### config.mk
export PLATFORM = sky130hd
export DESIGN_NAME = pixel_raster_source
export DESIGN_NICKNAME = d
export VERILOG_FILES = /design/src/rtl/pixel_raster_source_pkg.sv /design/src/rtl/pixel_raster_source_counter.sv /design/src/rtl/pixel_raster_source.sv
export SDC_FILE = /design/constraint.sdc
export NUM_CORES = 1
export LEC_CHECK = 0
export CAP_MARGIN = 20
export CELL_PAD_IN_SITES_DETAIL_PLACEMENT = 0
export CELL_PAD_IN_SITES_GLOBAL_PLACEMENT = 2
export CORE_ASPECT_RATIO = 1.2
export CORE_UTILIZATION = 29
export CTS_CLUSTER_DIAMETER = 120
export DETAILED_ROUTE_END_ITERATION = 16
export PLACE_DENSITY_LB_ADDON = 0.15
export RECOVER_POWER = 100
export SLEW_MARGIN = 20
export SYNTH_ARGS = -nofsm -noshare
export SYNTH_HDL_FRONTEND = slang
export SYNTH_SLANG_ARGS = --single-unit
export TNS_END_PERCENT = 50
### constraint.sdc
create_clock -name clock -period 3.2 [get_ports clock]
set_input_delay 0.96 -clock clock [delete_from_list [all_inputs] [get_ports clock]]
set_output_delay 0.96 -clock clock [all_outputs]
set_load 0.01 [all_outputs]
### src/rtl/pixel_raster_source_pkg.sv
// pixel_raster_source_pkg: shared video widths, FSM encoding and pixel word layout.
`default_nettype none

package pixel_raster_source_pkg;

  localparam int COORD_W = 11;
  localparam int COLOR_W = 10;
  localparam int ADDR_W  = 19;

  typedef enum logic [1:0] {
    ST_IDLE    = 2'd0,
    ST_FETCH   = 2'd1,
    ST_WAIT    = 2'd2,
    ST_PRESENT = 2'd3
  } state_t;

  // Frame-memory word: R in the top bits, B in the bottom bits.
  typedef struct packed {
    logic [COLOR_W-1:0] r;
    logic [COLOR_W-1:0] g;
    logic [COLOR_W-1:0] b;
  } pixel_t;

endpackage

`default_nettype wire

### src/rtl/pixel_raster_source_counter.sv
// raster_counter: raster-order x/y scan with a linear word address kept in step.
`default_nettype none

module raster_counter
  import pixel_raster_source_pkg::*;
#(
  parameter int H_ACTIVE = 640,
  parameter int V_ACTIVE = 480
) (
  input  logic               clock,
  input  logic               reset,
  input  logic               clear,
  input  logic               advance,
  output logic [COORD_W-1:0] x,
  output logic [COORD_W-1:0] y,
  output logic [ADDR_W-1:0]  addr,
  output logic               last_pixel
);

  localparam logic [COORD_W-1:0] X_LAST = COORD_W'(H_ACTIVE - 1);
  localparam logic [COORD_W-1:0] Y_LAST = COORD_W'(V_ACTIVE - 1);

  assign last_pixel = (x == X_LAST) && (y == Y_LAST);

  // Address tracks y*H_ACTIVE+x by plain increment, so no multiplier is needed.
  always_ff @(posedge clock) begin
    if (reset || clear) begin
      x    <= '0;
      y    <= '0;
      addr <= '0;
    end else if (advance) begin
      if (last_pixel) begin
        x    <= '0;
        y    <= '0;
        addr <= '0;
      end else if (x == X_LAST) begin
        x    <= '0;
        y    <= y + COORD_W'(1);
        addr <= addr + ADDR_W'(1);
      end else begin
        x    <= x + COORD_W'(1);
        addr <= addr + ADDR_W'(1);
      end
    end
  end

endmodule

`default_nettype wire

### src/rtl/pixel_raster_source.sv
// pixel_raster_source: reads a frame from memory in raster order and presents
// it as a valid/ready pixel stream with frame start/done markers.
`default_nettype none

module pixel_raster_source
  import pixel_raster_source_pkg::*;
#(
  parameter int H_ACTIVE   = 640,
  parameter int V_ACTIVE   = 480,
  parameter int CONTINUOUS = 1
) (
  input  logic                   clock,
  input  logic                   reset,
  input  logic                   start,
  input  logic                   stop,
  output logic                   mem_rd,
  output logic [ADDR_W-1:0]      mem_addr,
  input  logic [3*COLOR_W-1:0]   mem_data,
  output logic [COORD_W-1:0]     out_x,
  output logic [COORD_W-1:0]     out_y,
  output logic [COLOR_W-1:0]     out_R,
  output logic [COLOR_W-1:0]     out_G,
  output logic [COLOR_W-1:0]     out_B,
  output logic                   out_valid,
  input  logic                   out_ready,
  output logic                   frame_start,
  output logic                   frame_done,
  output logic                   busy
);

  state_t               state;
  logic                 stop_pending;
  logic [COORD_W-1:0]   x;
  logic [COORD_W-1:0]   y;
  logic [ADDR_W-1:0]    addr;
  logic                 last_pixel;
  logic                 accept;
  logic                 clear;
  logic                 advance;
  pixel_t               px;

  assign accept   = (state == ST_PRESENT) && out_ready;
  assign clear    = ((state == ST_IDLE) && start) || (accept && last_pixel);
  assign advance  = accept && !last_pixel;
  assign px       = pixel_t'(mem_data);
  assign mem_addr = addr;
  assign busy     = (state != ST_IDLE);

  raster_counter #(
    .H_ACTIVE (H_ACTIVE),
    .V_ACTIVE (V_ACTIVE)
  ) u_counter (
    .clock      (clock),
    .reset      (reset),
    .clear      (clear),
    .advance    (advance),
    .x          (x),
    .y          (y),
    .addr       (addr),
    .last_pixel (last_pixel)
  );

  always_ff @(posedge clock) begin
    if (reset) begin
      state        <= ST_IDLE;
      stop_pending <= 1'b0;
      mem_rd       <= 1'b0;
      out_x        <= '0;
      out_y        <= '0;
      out_R        <= '0;
      out_G        <= '0;
      out_B        <= '0;
      out_valid    <= 1'b0;
      frame_start  <= 1'b0;
      frame_done   <= 1'b0;
    end else begin
      mem_rd     <= 1'b0;
      frame_done <= 1'b0;
      if (stop && (state != ST_IDLE)) stop_pending <= 1'b1;

      case (state)
        ST_IDLE: begin
          if (start) state <= ST_FETCH;
        end
        // Entered from IDLE with mem_rd low (one setup cycle), or from an
        // accept with mem_rd already raised; either way it is high one cycle.
        ST_FETCH: begin
          if (!mem_rd) begin
            mem_rd <= 1'b1;
          end else begin
            state <= ST_WAIT;
          end
        end
        ST_WAIT: begin
          out_x       <= x;
          out_y       <= y;
          out_R       <= px.r;
          out_G       <= px.g;
          out_B       <= px.b;
          out_valid   <= 1'b1;
          frame_start <= (x == '0) && (y == '0);
          state       <= ST_PRESENT;
        end
        ST_PRESENT: begin
          if (out_ready) begin
            out_valid   <= 1'b0;
            frame_start <= 1'b0;
            if (last_pixel) begin
              frame_done <= 1'b1;
              if ((CONTINUOUS != 0) && !stop_pending && !stop) begin
                state  <= ST_FETCH;
                mem_rd <= 1'b1;
              end else begin
                state        <= ST_IDLE;
                stop_pending <= 1'b0;
              end
            end else begin
              state  <= ST_FETCH;
              mem_rd <= 1'b1;
            end
          end
        end
        default: state <= ST_IDLE;
      endcase
    end
  end

endmodule

`default_nettype wire

==> results.json <==
{
  "place_congestion": 0.763,
  "grt_pass1_vias": 3513,
  "grt-busiest-layer": "met2",
  "grt.met2_usage_pct": 24.6,
  "dieArea_um2": 15300,
  "die_x_um": 113,
  "synthTopCellsByArea": "dfxtp_1, mux2i_1, nor2_1",
  "max_clock_freq_ghz": 0.354,
  "worstSetupPathDepth": 4,
  "cts_buffers": 9,
  "critPathSlowestCell": "dlygate4sd3_1",
  "ys_warn_count": 0,
  "ctsResizeCount": 0,
  "rsz0062_at_grt": "no",
  "yosysUniqueCellTypes": 41,
  "required_ns": 2.24,
  "worst_pin_slew_ns": 1.23,
  "r2r_start": "u_counter.x[7]$_SDFFE_PP0P_",
  "cts_hold_buf": 0,
  "clock_sinks": 100,
  "netlist.area_leader.share_pct": 46.7,
  "grt_util_met1_pct": 18.6,
  "power_density_nw_per_um2": 559,
  "antenna_found_initial": 0,
  "ff2ff_path_depth": 6,
  "avgViaCountPerCell": 4.77,
  "leakagePower_nw": 2.22,
  "post-route-period-util_pct": 88.2,
  "row_count": 48,
  "cts_tree": "built",
  "crit_fanout": 5,
  "hold_depth": 2,
  "grt_max_degree": 39,
  "post_cts_buffers": 0,
  "core_area_um2": 14400,
  "clk_path_buf_depth": 2,
  "io_pins": 111,
  "synth_top_family_by_area": "simple AND/OR/NAND/NOR gates",
  "cp_cell_sequence": "inv_1 > ha_1 > inv_1 > dlygate4sd3_1",
  "clk_pin_slew_ns": 0.06,
  "synth_simple_gate_area_share_pct": 21.0,
  "port_buffers": 110,
  "cts_htree_levels": 3,
  "syn_avg_cell_area_um2": 9.21,
  "nFillCells": 1469,
  "n_antenna_cell": 0,
  "dr.pass1.iters": 4,
  "ir_worst_vdd_uv": 290,
  "ant_nets": 0,
  "most-common-layout-cells": "dfxtp_1, nor2_1, dlygate4sd3_1",
  "tns_ns": 0,
  "crit_buf_inv": 3,
  "relSlewSlack_pct": 17.8,
  "floorplan.initialDensity_pct": 29.8,
  "endpoint_kind": "primary output",
  "hpwlAfterDp_um": 7710,
  "synth_seq_cells": 100,
  "synth_xor_area_share_pct": 5.72,
  "nNetsFinal": 612,
  "synth_compound_area_share_pct": 7.26,
  "maxCapViolCount": 0,
  "yosys.area_share.adder_pct": 2.62,
  "overflow": 0,
  "layout.cells.most_common": "dfxtp_1",
  "holdPathEnd": "u_counter.addr[18]$_SDFFE_PP0P_",
  "netlist_area_um2": 4290,
  "reg2reg_setup_slack_ns": 0.55,
  "skew_ns": 0.00382,
  "hp-start": "u_counter.addr[18]$_SDFFE_PP0P_",
  "synth_largest_area_cell": "dfxtp_1",
  "synthMuxAreaShare_pct": 12.6,
  "critPathLaunchType": "flip-flop",
  "layout-drive-gt1-share_pct": 4.37,
  "vias": 3566,
  "drv_slew": 0,
  "drtIter0Drc": 133,
  "power_w": 0.00325,
  "grt_pass1_wl_um": 18000,
  "drt_wl_total_um": 10900,
  "final_hold_viol_count": 0,
  "crit_top_cell": "inv_1",
  "grt_usage_pct": 15.1,
  "syn_nets": 510,
  "finalSetupViolations": 0,
  "status": "finished clean",
  "cp_top_family": "buffers and inverters",
  "syn2layout_area_growth_pct": 35.6,
  "finalCriticalPeriod_ns": 2.82,
  "drcViolationCount": 0,
  "hold_class": "flip-flop to flip-flop",
  "max_stage_delay_ns": 0.63,
  "critical_path_class": "flip-flop to primary output",
  "ys_seq_area_share_pct": 46.7,
  "grt.met3_usage_pct": 3.36,
  "clock_latency_ns": 0.34,
  "r2r_end": "u_counter.x[6]$_SDFFE_PP0P_",
  "clock-root-buffer": "clkbuf_16",
  "die_y_um": 135,
  "post_drt_wl_per_cell_um": 14.6,
  "synth_cells": 466,
  "crit_arrival_ns": 1.86
}
-- final cells by class --
type	instances	area, µm²	area share (%)
clock inverters	2	10.0	0.172
multi-input cells	327	2120	36.4
repair buffers	120	1170	20.1
inverters	10	37.5	0.645
flip-flops and latches	100	2000	34.4
well taps	175	219	3.76
clock buffers	13	260	4.47
-- logic make-up after synthesis --
family | Yosys count
buffers and inverters | 39
xor gates and xnor gates | 28
muxes | 54
and+or+nand+nor | 188
AOI/OAI and AO/OA | 48
adders and majority gates | 9
DFF | 100
-- synth_stat cells (all sizes together) --
library cell,count
a21boi,1
clkbuf,20
nor3,9
a2bb2oi,1
nand2b,3
o221a,1
o31ai,5
and4,4
a211oi,1
ha,9
mux2i,53
a2111oi,1
dfxtp,100
xor2,17
o2111ai,4
and2,3
or4,8
xnor2,11
inv,10
nand2,19
o21ai,7
nor2,90
o211ai,4
nand3,18
nand4,15
mux2,1
a21oi,22
a21o,1
buf,9
nor2b,1
or3,5
nor4,7
and3,6
-- worst reg2reg max path, stage by stage, from the launching register on --
cell and delay, ns:
dfxtp_1 0.36, or3_1 0.50, or4_1 0.75, clkbuf_1 0.38
o2111ai_1 0.33, xor2_1 0.16, nor2_1 0.05
-- stage by stage --
stage | hold slack [ns] | utilization, % | setup slack [ns] | cell area, µm² | cells
3_5_place_dp | 0.476 | 38.6 | 0.457 | 5570 | 732
4_1_cts | 0.486 | 40.5 | 0.412 | 5840 | 747
3_3_place_gp | 0.467 | 38.6 | 0.501 | 5570 | 732
2_1_floorplan | 0.471 | - | 0.996 | 4290 | 466
6_report | 0.477 | 40.4 | 0.376 | 5820 | 747
5_1_grt | 0.506 | 40.4 | 0.276 | 5820 | 747
-- sequential cells by signal, indices dropped and copies added, names as in the netlist --
signal / flops
out_R: 10
out_G: 10
stop_pending: 1
state: 2
out_B: 10
frame_done: 1
u_counter.y: 11
u_counter.x: 11
mem_rd: 1
out_y: 11
out_valid: 1
u_counter.addr: 19
out_x: 11
frame_start: 1
-- power by group --
group	leakage, nW	internal, W	total, W	switching, W
clock network	0.135	0.000564	0.00102	0.000455
logic	1.28	0.000404	0.000819	0.000415
registers	0.807	0.00135	0.00141	0.0000607
-- metal layers --
layer	routed length, µm	share of wire, %
met1	5060	46
met2	5190	48
met3	424	3.9
met4	250	2.3
met5	0	0
-- worst max path at each step --
| stage | start | endpoint | slack, ns |
|---|---|---|---|
| global route | state[0]$_SDFFE_PP0P_ | busy | 0.28 |
| detailed placement | out_ready | u_counter.y[9]$_SDFFE_PP0P_ | 0.46 |
| global placement | out_ready | u_counter.y[9]$_SDFFE_PP0P_ | 0.50 |
| finish | state[0]$_SDFFE_PP0P_ | busy | 0.38 |
| CTS | state[0]$_SDFFE_PP0P_ | busy | 0.41 |
| floorplan | u_counter.x[7]$_SDFFE_PP0P_ | u_counter.addr[15]$_SDFFE_PP0P_ | 1.0 |
(Power assumes the default switching activity.)
